[src/rtl/mux_sched_pkg.sv]
// mux_sched_pkg: shared types, sizes and the round-robin pick helper for
// the mux_rr_scheduler block.
package mux_sched_pkg;

  localparam int NUM_REQ = 8;
  localparam int SEL_W   = 3;
  localparam int BEAT_W  = 5;
  localparam int STALL_W = 8;

  typedef enum logic [0:0] {
    IDLE  = 1'b0,
    GRANT = 1'b1
  } state_t;

  // First set request bit at or above ptr_v, wrapping from the top index to 0.
  // Scanning offsets from high to low lets the smallest offset win last.
  function automatic logic [SEL_W-1:0] rr_pick(input logic [NUM_REQ-1:0] req_v,
                                               input logic [SEL_W-1:0]   ptr_v);
    logic [SEL_W-1:0] pick;
    logic [SEL_W-1:0] idx;
    pick = ptr_v;
    for (int i = NUM_REQ - 1; i >= 0; i--) begin
      idx = ptr_v + SEL_W'(i);
      if (req_v[idx]) begin
        pick = idx;
      end else begin
        pick = pick;
      end
    end
    return pick;
  endfunction

endpackage

[src/rtl/mux_rr_scheduler_mux8.sv]
// mux8: 8:1 single-bit data multiplexer steered by a 3-bit select.
module mux8
  import mux_sched_pkg::*;
(
  input  logic [NUM_REQ-1:0] din,
  input  logic [SEL_W-1:0]   sel,
  output logic               dout
);

  // Pure combinational selection of one data bit.
  always_comb begin
    dout = din[sel];
  end

endmodule

[src/rtl/mux_rr_scheduler.sv]
// mux_rr_scheduler: round-robin 8-requester scheduler driving an 8:1 data
// mux with a valid/ready beat interface and bounded bursts.
// Optional stall timeout enabled by defining MUX_SCHED_TIMEOUT_EN.
module mux_rr_scheduler
  import mux_sched_pkg::*;
#(
  parameter int BURST_LEN = 4,
  parameter int TIMEOUT   = 15
) (
  input  logic               clk,
  input  logic               rst,
  input  logic [NUM_REQ-1:0] req,
  input  logic [NUM_REQ-1:0] din,
  output logic [SEL_W-1:0]   sel,
  output logic [NUM_REQ-1:0] gnt,
  output logic               out_valid,
  input  logic               out_ready,
  output logic               dout,
  output logic               busy,
  output logic               err
);

  localparam logic [BEAT_W-1:0] BURST_W = BEAT_W'(BURST_LEN);

  state_t              state_q, state_d;
  logic [SEL_W-1:0]    sel_q, sel_d;
  logic [NUM_REQ-1:0]  gnt_q, gnt_d;
  logic [SEL_W-1:0]    ptr_q, ptr_d;
  logic [BEAT_W-1:0]   beat_q, beat_d;
  logic                err_q, err_d;

  logic [SEL_W-1:0]    pick_s;
  logic                xfer_s;
  logic                last_s;
  logic                timeout_s;
  logic                release_s;
  logic                mux_s;

  assign pick_s    = rr_pick(req, ptr_q);
  assign xfer_s    = (state_q == GRANT) && out_ready;
  // Burst ends on the final beat or when the owner has withdrawn its request.
  assign last_s    = ((beat_q + 5'd1) == BURST_W) || !req[sel_q];
  assign release_s = (xfer_s && last_s) || timeout_s;

`ifdef MUX_SCHED_TIMEOUT_EN
  localparam logic [STALL_W-1:0] TIMEOUT_W = STALL_W'(TIMEOUT);
  logic [STALL_W-1:0] stall_q, stall_d;

  assign timeout_s = (state_q == GRANT) && !out_ready && ((stall_q + 8'd1) == TIMEOUT_W);

  // Stall counter register; cleared on reset.
  always_ff @(posedge clk) begin
    if (rst) begin
      stall_q <= 8'd0;
    end else begin
      stall_q <= stall_d;
    end
  end

  // Count consecutive stalled GRANT cycles; any transfer or new grant clears it.
  always_comb begin
    stall_d = stall_q;
    if (state_q == GRANT) begin
      if (release_s || out_ready) begin
        stall_d = 8'd0;
      end else begin
        stall_d = stall_q + 8'd1;
      end
    end else begin
      stall_d = 8'd0;
    end
  end
`else
  logic [STALL_W-1:0] unused_timeout_s;
  assign unused_timeout_s = STALL_W'(TIMEOUT);
  assign timeout_s        = 1'b0;
`endif

  // State and registered-output storage.
  always_ff @(posedge clk) begin
    if (rst) begin
      state_q <= IDLE;
      sel_q   <= 3'd0;
      gnt_q   <= 8'd0;
      ptr_q   <= 3'd0;
      beat_q  <= 5'd0;
      err_q   <= 1'b0;
    end else begin
      state_q <= state_d;
      sel_q   <= sel_d;
      gnt_q   <= gnt_d;
      ptr_q   <= ptr_d;
      beat_q  <= beat_d;
      err_q   <= err_d;
    end
  end

  // Next-state: leave IDLE on any request, leave GRANT on release.
  always_comb begin
    state_d = state_q;
    case (state_q)
      IDLE: begin
        if (req != 8'd0) begin
          state_d = GRANT;
        end else begin
          state_d = IDLE;
        end
      end
      GRANT: begin
        if (release_s) begin
          state_d = IDLE;
        end else begin
          state_d = GRANT;
        end
      end
      default: state_d = IDLE;
    endcase
  end

  // Output/datapath next values: latch winner, count beats, release bookkeeping.
  always_comb begin
    sel_d  = sel_q;
    gnt_d  = gnt_q;
    ptr_d  = ptr_q;
    beat_d = beat_q;
    err_d  = 1'b0;
    case (state_q)
      IDLE: begin
        if (req != 8'd0) begin
          sel_d  = pick_s;
          gnt_d  = 8'd1 << pick_s;
          beat_d = 5'd0;
        end else begin
          gnt_d  = 8'd0;
        end
      end
      GRANT: begin
        if (release_s) begin
          gnt_d  = 8'd0;
          ptr_d  = sel_q + 3'd1;
          beat_d = 5'd0;
          err_d  = timeout_s;
        end else if (xfer_s) begin
          beat_d = beat_q + 5'd1;
        end else begin
          beat_d = beat_q;
        end
      end
      default: begin
        gnt_d = 8'd0;
      end
    endcase
  end

  mux8 u_mux8 (
    .din  (din),
    .sel  (sel_q),
    .dout (mux_s)
  );

  assign sel       = sel_q;
  assign gnt       = gnt_q;
  assign busy      = (state_q == GRANT);
  assign out_valid = (state_q == GRANT);
  assign err       = err_q;
  assign dout      = (state_q == GRANT) ? mux_s : 1'b0;

endmodule

[config.mk]
export PLATFORM = sky130hd
export DESIGN_NAME = mux_rr_scheduler
export DESIGN_NICKNAME = d
export VERILOG_FILES = /design/src/rtl/mux_sched_pkg.sv /design/src/rtl/mux_rr_scheduler_mux8.sv /design/src/rtl/mux_rr_scheduler.sv
export SDC_FILE = /design/constraint.sdc
export NUM_CORES = 1
export LEC_CHECK = 0
export CAP_MARGIN = 20
export CORE_UTILIZATION = 40
export CTS_CLUSTER_DIAMETER = 60
export DETAILED_ROUTE_END_ITERATION = 7
export GPL_TIMING_DRIVEN = 1
export SYNTH_ARGS = -nofsm -noshare
export SYNTH_HDL_FRONTEND = slang
export SYNTH_SLANG_ARGS = --single-unit
export TNS_END_PERCENT = 5
[constraint.sdc]
create_clock -name clk -period 4.18 [get_ports clk]
set_input_delay 0.836 -clock clk [delete_from_list [all_inputs] [get_ports clk]]
set_output_delay 0.836 -clock clk [all_outputs]
set_load 0.01 [all_outputs]
# After elaboration in Yosys (flattened, before gate mapping)
# Index checks and enable logic that the tools add are counted.
[op_classes]
n_addsub = 9
order_cmp = 9
eq_ne = 4
n_shift = 1
n_mux = 39
bitwise_logic = 1
n_reduce_logical = 8
[ops]
columns = ["op", "n"]
rows = [
  ["3-bit by 4-bit less-than comparator with 1-bit output (second input constant)", 9],
  ["1-bit binary-select mux with 3-bit select", 10],
  ["3-bit two-way mux", 8],
  ["8-bit two-way mux", 2],
  ["8-bit case mux with 2 select lines", 1],
  ["5-bit two-way mux", 3],
  ["1-bit two-way mux", 13],
  ["3-bit adder (second input constant)", 4],
  ["5-bit case mux with 2 select lines", 1],
  ["8-bit nonzero test", 1],
  ["1-bit by 3-bit << shifter with 8-bit output (first input constant)", 1],
  ["3-bit by 1-bit adder with 3-bit output (second input constant)", 2],
  ["3-bit by 2-bit adder with 3-bit output (second input constant)", 2],
  ["2-bit AND reduction", 3],
  ["5-bit by 1-bit adder with 5-bit output (second input constant)", 1],
  ["5-bit by 3-bit == test with 1-bit output (second input constant)", 1],
  ["3-bit by 1-bit != test with 1-bit output (second input constant)", 1],
  ["1-bit logical AND", 2],
  ["2-bit by 1-bit != test with 1-bit output (second input constant)", 1],
  ["2-bit != test (second input constant)", 1],
  ["1-bit case mux with 2 select lines", 1],
  ["1-bit logical NOT", 1],
  ["1-bit logical OR", 1],
  ["1-bit inverter", 1],
]
[totals]
regBits = 20
in_bits = 19
out_inout_bits = 15
elab_cells = 76

# Depth between registers and ports, before layout
# Gate-level depths: netlist (run 1).
[logic_depth]
depth_word = 14
mapped_depth = 12
depth_no_buf = 9

# By module
# Synthesis (run 1) repeated with hierarchy kept, for this count alone.
[hier_totals]
cells_unflattened = 205
area_unflattened_um2 = 1831.8
[modules_own_cells]
columns = ["module", "instances", "cells_per_inst", "area_per_inst_um2", "seq_area_each_um2"]
rows = [
  ["mux_rr_scheduler", 1, 202, 1767.9, 400.4],
  ["mux8", 1, 3, 63.8, 0.0],
]

# Least setup slack after synthesis (run 1)
# OpenSTA, ideal clock, no wires.
[synth_timing]
kind = "reg-to-reg"
start = "register ptr_q[0]"
end = "register gnt_q[2], in the netlist gnt[2]"
setup_ns = 0.087
arrival_ns = 2.987
required_ns = 4.093
setup_slack_ns = 1.106
path_stages_with_launch = 13
n_path_buf = 3
period_less_slack_ns = 3.074
path_cell_list = "dfxtp_1 -> buf_6 -> inv_4 -> buf_2 -> ha_1 -> buf_6 -> mux2_4 -> mux4_2 -> o21bai_4 -> and4b_4 -> nor3_4 -> inv_2 -> o31ai_1"
[synth_between]
elab_chain_len = 14
elab_cells_between_ends = 34
classes_between = "7 x add/sub; 1 x shift; 26 x mux"
[synth_rtl]
columns = ["element", "line_no", "rtl"]
rows = [
  ["start: declaration", "mux_rr_scheduler.sv:28", "logic [SEL_W-1:0] ptr_q, ptr_d;"],
  ["start signal: assignment", "mux_rr_scheduler.sv:92", "ptr_q <= ptr_d;"],
  ["3-bit adder", "mux_sched_pkg.sv:23", "idx = ptr_v + SEL_W'(i);"],
  ["1-bit binary-select mux with 3-bit select", "mux_sched_pkg.sv:24", "if (req_v[idx]) begin"],
  ["1-bit two-way mux (not written as such)", "mux_sched_pkg.sv:24", ""],
  ["3-bit two-way mux (7 in a row)", "mux_sched_pkg.sv:24", ""],
  ["3-bit two-way mux (*)", "mux_sched_pkg.sv:24", ""],
  ["1-bit by 3-bit << shifter with 8-bit output (*)", "mux_rr_scheduler.sv:131", "gnt_d = 8'd1 << pick_s;"],
  ["8-bit two-way mux (*)", "mux_rr_scheduler.sv:129", "if (req != 8'd0) begin"],
  ["8-bit case mux with 2 select lines (*)", "mux_rr_scheduler.sv:127", "case (state_q)"],
  ["end signal: assignment", "mux_rr_scheduler.sv:91", "gnt_q <= gnt_d;"],
  ["end: declaration", "mux_rr_scheduler.sv:27", "logic [NUM_REQ-1:0] gnt_q, gnt_d;"],
]
# Mark *: on every way between the ends. The rest lies on a longest branch, timed or not. The select of a mux whose other input is x is not followed.
# A chain may end at the register's enable or synchronous reset.

# Worst setup path after layout (run 1)
[layout_timing]
start = "input port req[3]"
end = "register gnt_q[5], in the netlist gnt[5]"
[layout_between]
elab_chain_len = 13
elab_cells_between_ends = 34
classes_between = "1 x eq/ne; 1 x shift; 28 x mux; 4 x reduce/logical"
[layout_rtl]
columns = ["element", "line_no", "rtl"]
rows = [
  ["start: declaration", "mux_rr_scheduler.sv:12", "input logic [NUM_REQ-1:0] req,"],
  ["1-bit binary-select mux with 3-bit select", "mux_sched_pkg.sv:24", ""],
  ["1-bit two-way mux (not written as such)", "mux_sched_pkg.sv:24", ""],
  ["3-bit two-way mux (8 in a row)", "mux_sched_pkg.sv:24", ""],
  ["1-bit by 3-bit << shifter with 8-bit output", "mux_rr_scheduler.sv:131", ""],
  ["8-bit two-way mux", "mux_rr_scheduler.sv:129", ""],
  ["8-bit case mux with 2 select lines", "mux_rr_scheduler.sv:127", ""],
]
# Several ways; a longest one is shown, not always the timed one. The select of a mux whose other input is x is not followed.

==> reports/results.ini, run 1 <==
[sta]
timing.setup.tns_ns=0
fin_worst_skew_ns=0.00317
finalMaxSlewViolations=0
finalSetupViolations=0
grt_setup_unrepaired=no
hold-worst-slack_ns=0.462
max-slew-margin-rel_pct=62.1
timing_worst_slew_pin_value_ns=0.568
final_worst_path_period_need_ns=3.51
fmaxAchievable_mhz=285
hold_viol_final=0
post-route-period-util_pct=83.9
final_critical_path_setup_slack_ns=0.674

[die]
coreArea_um2=5680
initial_utilization_pct=42.5
die_area_um2=6350
rows=27
boundaryPins=34
die-width_um=79.7
die_height_um=79.7

[worst_setup_path]
path_class=in2reg
cp.arrival_ns=3.67
critical_path.endpoint_type=register
worst_ep_required_time_ns=4.35
cp-start-kind=input pin
path_max_fanout=15

[power]
switchingPower_uw=288
portion_of_total_power_attributed_to_combinational_logic_pct=51.7
report.power.total_uw=772
clock_power_share_pct=18.9
static-leakage-power_nw=0.946
vdd_drop_max_v=0.000136
power_density_nw_per_um2=275
power.switching_fraction_pct=37.3
power.internal_uw=484
sequential_cell_fraction_of_total_power_pct=29.3

[synth]
synth_area_um2=2410
synth_instances=266
synth.ff_latch_count=20
synth_edf_count=0
async_reset_ff_share_pct=0
synth-main-ff-cell=dfxtp_1
synth-warning-count=0
count_of_distinct_cell_types_in_the_synthesized_netlist=61
post_synth.cell_area_avg_um2=9.08
mappedNetlistNets=290
synth-seq-area-share_pct=16.6

[detailed_routing]
drt-wirelength-per-cell_um=17.4
drt_wirelength_mm=6.18
drt_drc_violations_left=0
detail_route.vias_per_cell=6.08
routed-via-count=2165
final_antenna_net_count=0
dr.first_iter.drc_count=114
dr.pass1.iters=4

[run_status]
status=finished, final reports clean

[global_route]
antenna_found_initial=0
grt_pass1_vias=1961
globalRoute.totalOverflow=0
grt_util_all_layers_pct=20.4
grt_first_pass_wirelength_mm=10.1
grt_max_degree=32

[clocking]
cts_tree=done
cts_buffers=3
clkTransAtPathRegs_ns=0.07
cts_root_buf=clkbuf_8
cts.sink_count=20
worstSkewPairLatency_ns=0.26
clockBufferDepth=2
cts-htree-levels=1
post_cts_resized=0
postCtsSetupRepairBufs=0
cts_hold_buffers=0

[finish]
drive_above_1_share_pct=17.3
design_area_um2=2800
insertedDiodeCount=0
layout_commonest_cell=clkdlybuf4s50_1
final_nets=309
leading_cell_types_in_the_layout_fill_and_taps_excluded=clkdlybuf4s50_1, nand2_1, mux2i_1, dfxtp_1, nor2_1
num-fill-cells=567
area.growth.synth_to_final_pct=16.1

[flow_run]
max-cap-violations=0

[worst_hold_path]
holdCritPathClass=reg2reg

[placement]
place_area_um2=2750
routability_cong=0.868
post-dp-hpwl_mm=4.50
port_buffers=32
pre_cts_ws_ns=0.437

==> state kept, by name, indices dropped and copies added, names as in the netlist <==
name and cells:
beat_q 5, busy 1, gnt 8, ptr_q 3, sel 3
==> critical path, cell delays in order <==
cell and delay, ns:
clkdlybuf4s50_1 0.70, mux4_1 0.67, nand3b_1 0.17, a2111oi_0 0.43, a221oi_1 0.14, o211ai_1 0.29
nand2_1 0.18, o31ai_1 0.25
==> logic make-up after synthesis <==
kind of cell,Yosys count,share of synthesized area (%)
adders and majority gates,5,2.59
xor gates and xnor gates,7,3.16
buffers and inverters,35,7.20
AOI/OAI and AO/OA,66,19.9
muxes,51,33.9
other,1,0.155
and+or+nand+nor,81,16.4
DFF,20,16.6
==> metrics by stage <==
stage | util [%] | instances
5_1_grt | 49.4 | 356
6_report | 49.4 | 356
3_3_place_gp | 48.4 | 352
3_5_place_dp | 48.4 | 352
4_1_cts | 49.4 | 356
2_1_floorplan | - | 266
==> power by group through the flow <==
stage / clock, mW / combinational [mW] / sequential, mW
after floorplan: 0 / 0.296 / 0.227
after global placement: 0 / 0.396 / 0.231
after global routing: 0.159 / 0.435 / 0.230
final: 0.146 / 0.399 / 0.226
after detailed placement: 0 / 0.395 / 0.231
after CTS: 0.149 / 0.398 / 0.227
==> synth_stat cells, types with 2 or more instances <==
| cell | count | area share, % |
|---|---|---|
| a22oi_1 | 3 | 0.93 |
| nand3_1 | 8 | 1.7 |
| o21ai_0 | 6 | 1.2 |
| o31ai_1 | 8 | 2.5 |
| mux4_1 | 5 | 5.4 |
| o211ai_1 | 3 | 0.93 |
| mux2_2 | 7 | 3.3 |
| o22ai_1 | 2 | 0.52 |
| nor2b_1 | 6 | 1.6 |
| nand2_1 | 30 | 4.7 |
| dfxtp_1 | 20 | 17 |
| a21oi_1 | 17 | 3.5 |
| buf_4 | 3 | 0.93 |
| ha_1 | 5 | 2.6 |
| mux2i_1 | 20 | 8.3 |
| nor2_1 | 18 | 2.8 |
| nand2b_1 | 2 | 0.52 |
| xnor2_2 | 2 | 1.3 |
| mux4_2 | 17 | 16 |
| o311ai_1 | 2 | 0.73 |
| nand3b_1 | 3 | 0.93 |
| buf_2 | 4 | 0.83 |
| nor3_1 | 2 | 0.41 |
| o22a_1 | 3 | 1.1 |
| nor4_1 | 4 | 1.0 |
| a21o_1 | 2 | 0.62 |
| clkbuf_1 | 14 | 2.2 |
| a211oi_1 | 5 | 1.6 |
| xor2_1 | 2 | 0.73 |
| buf_6 | 3 | 1.4 |
| and2_1 | 2 | 0.52 |
| inv_1 | 7 | 1.1 |
| xnor2_1 | 3 | 1.1 |
==> area by class of cell <==
class | instances | area [um^2] | share of cell area [%]
inverter | 9 | 36.3 | 1.29
multi-input combinational | 211 | 1840 | 65.7
sequential | 20 | 400 | 14.3
clock buffer | 4 | 55.1 | 1.96
timing repair buffer | 40 | 380 | 13.6
tap | 72 | 90.1 | 3.21
==> final timing paths <==
| kind | start | to | slack (ns) | cells after the start |
|---|---|---|---|---|
| min | gnt[6] | gnt[6] | 0.46 | 2 |
| max reg2reg | ptr_q[1] | gnt[4] | 0.80 | 10 |
| min reg2reg | gnt[6] | gnt[6] | 0.46 | 2 |
| max | req[3] | gnt[5] | 0.67 | 8 |
==> per-layer routing <==
layer	up-vias	track usage, %	wire length, um
met5	-	0	0
met4	0	2.00	17
met3	2	2.74	195
met2	35	33.1	3010
met1	1083	29.5	2960
li1	1045	-	-
Power figures use the tool's default switching activity.
==> run 2, diff against run 1 <==
==> constraint.sdc (replaced) <==
create_clock -name clk -period 3.27 [get_ports clk]
set_input_delay 0.654 -clock clk [delete_from_list [all_inputs] [get_ports clk]]
set_output_delay 0.654 -clock clk [all_outputs]
set_load 0.01 [all_outputs]
==> reports/results.ini, run 2 (synthesis gave the netlist of run 1 again) <==
[clocking]
cts_tree=done
cts_buffers=3
clkTransAtPathRegs_ns=0.07
worstSkewPairLatency_ns=0.25
cts_hold_buffers=0
clockBufferDepth=2
cts_root_buf=clkbuf_8
cts-htree-levels=1
cts.sink_count=20

[finish]
regArea_um2=400
leading_cell_types_in_the_layout_fill_and_taps_excluded=clkdlybuf4s50_1, nand2_1, buf_4
area.growth.synth_to_final_pct=19.9
final_cells=369
num-fill-cells=547
largest_reg_flops=8
final_nets=323
insertedDiodeCount=0
drive_above_1_share_pct=21.2
layout_commonest_cell=clkdlybuf4s50_1
multi_input_area_um2=1840

[detailed_routing]
dr.pass1.iters=4
routed-via-count=2174
drt_drc_violations_left=0
dr.first_iter.drc_count=256
drt_wirelength_mm=6.15
detail_route.vias_per_cell=5.89
final_antenna_net_count=0
drt-wirelength-per-cell_um=16.7

[worst_setup_path]
path_max_fanout=9
cp.arrival_ns=3.23
worstPathCellList=clkdlybuf4s50_1 -> mux4_1 -> a221oi_2 -> nand2b_1 -> mux2_2 -> a311oi_2 -> o22ai_2 -> a211oi_1
path_class=in2reg
cp-start-kind=input pin
rr_startpoint=ptr_q[0]
crit_path_start=req[6]
critical-path-slowest-cell=mux4_1
critical_path.endpoint_type=register
stage_delay_of_the_slowest_cell_on_the_critical_path_ns=0.61
worst_ep_required_time_ns=3.44

[power]
static-leakage-power_nw=1.00
power_density_nw_per_um2=339
clock_power_share_pct=15.8
power.internal_uw=614
sequential_cell_fraction_of_total_power_pct=29.2
power.switching_fraction_pct=37.4
vdd_drop_max_v=0.000208
switchingPower_uw=367
portion_of_total_power_attributed_to_combinational_logic_pct=54.9

[sta]
grt_setup_unrepaired=no
fin_worst_skew_ns=0.00397
final_critical_path_setup_slack_ns=0.215
final_worst_path_period_need_ns=3.06
fmaxAchievable_mhz=327
post-route-period-util_pct=93.4
hold_viol_final=0
max-slew-margin-rel_pct=46.3
finalSetupViolations=0
timing_worst_slew_pin_value_ns=0.804
finalMaxSlewViolations=0

[global_route]
grt_pass1_vias=2066
antenna_found_initial=0
grt_util_all_layers_pct=20.8
grt_max_degree=32
grt_first_pass_wirelength_mm=10.4
globalRoute.totalOverflow=0

[die]
rows=27
die_area_um2=6350
boundaryPins=34
die-width_um=79.7
coreArea_um2=5680
die_height_um=79.7
initial_utilization_pct=42.5

[run_status]
status=finished, final reports clean

[flow_run]
max-cap-violations=0

[placement]
pre_cts_ws_ns=-0.0159
routability_cong=0.887
port_buffers=32
post-dp-hpwl_mm=4.74
number_of_instances_in_the_placed_design=366

[worst_hold_path]
hold_start=gnt[2]
holdCritPathClass=reg2reg

-- run 2: cell count changes in the layout (fill, tap and decap cells not counted), sizes merged --
| cell | before | now |
|---|---|---|
| buf | 8 | 22 |
| clkbuf | 4 | 3 |
-- run 2: area by class of cell --
type,instances,share of cell area [%]
tap,72,3.11
multi-input combinational,211,63.6
sequential,20,13.8
timing repair buffer,54,16.8
clock buffer,3,1.43
inverter,9,1.25
-- run 2: through the flow --
step | setup TNS, ns | util, % | cell area [um^2] | hold slack, ns | power, mW
global route | 0 | 51.0 | 2900 | 0.481 | 1.05
global placement | -0.0794 | 50.3 | 2850 | 0.445 | 0.825
detailed placement | -0.0179 | 50.3 | 2850 | 0.445 | 0.826
floorplan | 0 | - | 2410 | 0.459 | 0.668
CTS | 0 | 51.0 | 2890 | 0.458 | 0.984
finish | 0 | 51.0 | 2900 | 0.455 | 0.981
-- run 2: what timing repair did --
item                                    in CTS  in global routing
endpoints found under the setup margin       0                  3
buffers inserted                             0                  0
gates resized for setup                      0                  1
-- run 2: worst max-delay path, delay by kind of cell --
| kind | cells | cell delay [ns] |
|---|---|---|
| mux | 2 | 0.90 |
| buf+inv | 1 | 0.58 |
| simple gates | 1 | 0.11 |
| compound gates | 4 | 0.98 |
-- run 2: power by group through the flow --
| stage | logic (mW) | registers (mW) | clock network [mW] |
|---|---|---|---|
| 2_1_floorplan | 0.379 | 0.290 | 0 |
| 3_3_place_gp | 0.532 | 0.293 | 0 |
| 3_5_place_dp | 0.533 | 0.293 | 0 |
| 4_1_cts | 0.536 | 0.287 | 0.161 |
| 5_1_grt | 0.583 | 0.291 | 0.172 |
| 6_report | 0.539 | 0.287 | 0.155 |
-- run 2: worst paths after layout --
kind / slack, ns / to / cells after the start
max: 0.21 / sel[1] / 8
min: 0.46 / gnt[2] / 2
max reg2reg: 0.30 / sel[0] / 10
min reg2reg: 0.46 / gnt[2] / 2
-- run 2: layer usage --
| layer | routed length [um] | GRT usage (%) | up-vias |
|---|---|---|---|
| li1 | - | - | 1068 |
| met1 | 2840 | 29.3 | 1053 |
| met2 | 2940 | 33.0 | 47 |
| met4 | 53 | 3.27 | 0 |
| met3 | 328 | 4.57 | 6 |
| met5 | 0 | 0 | - |
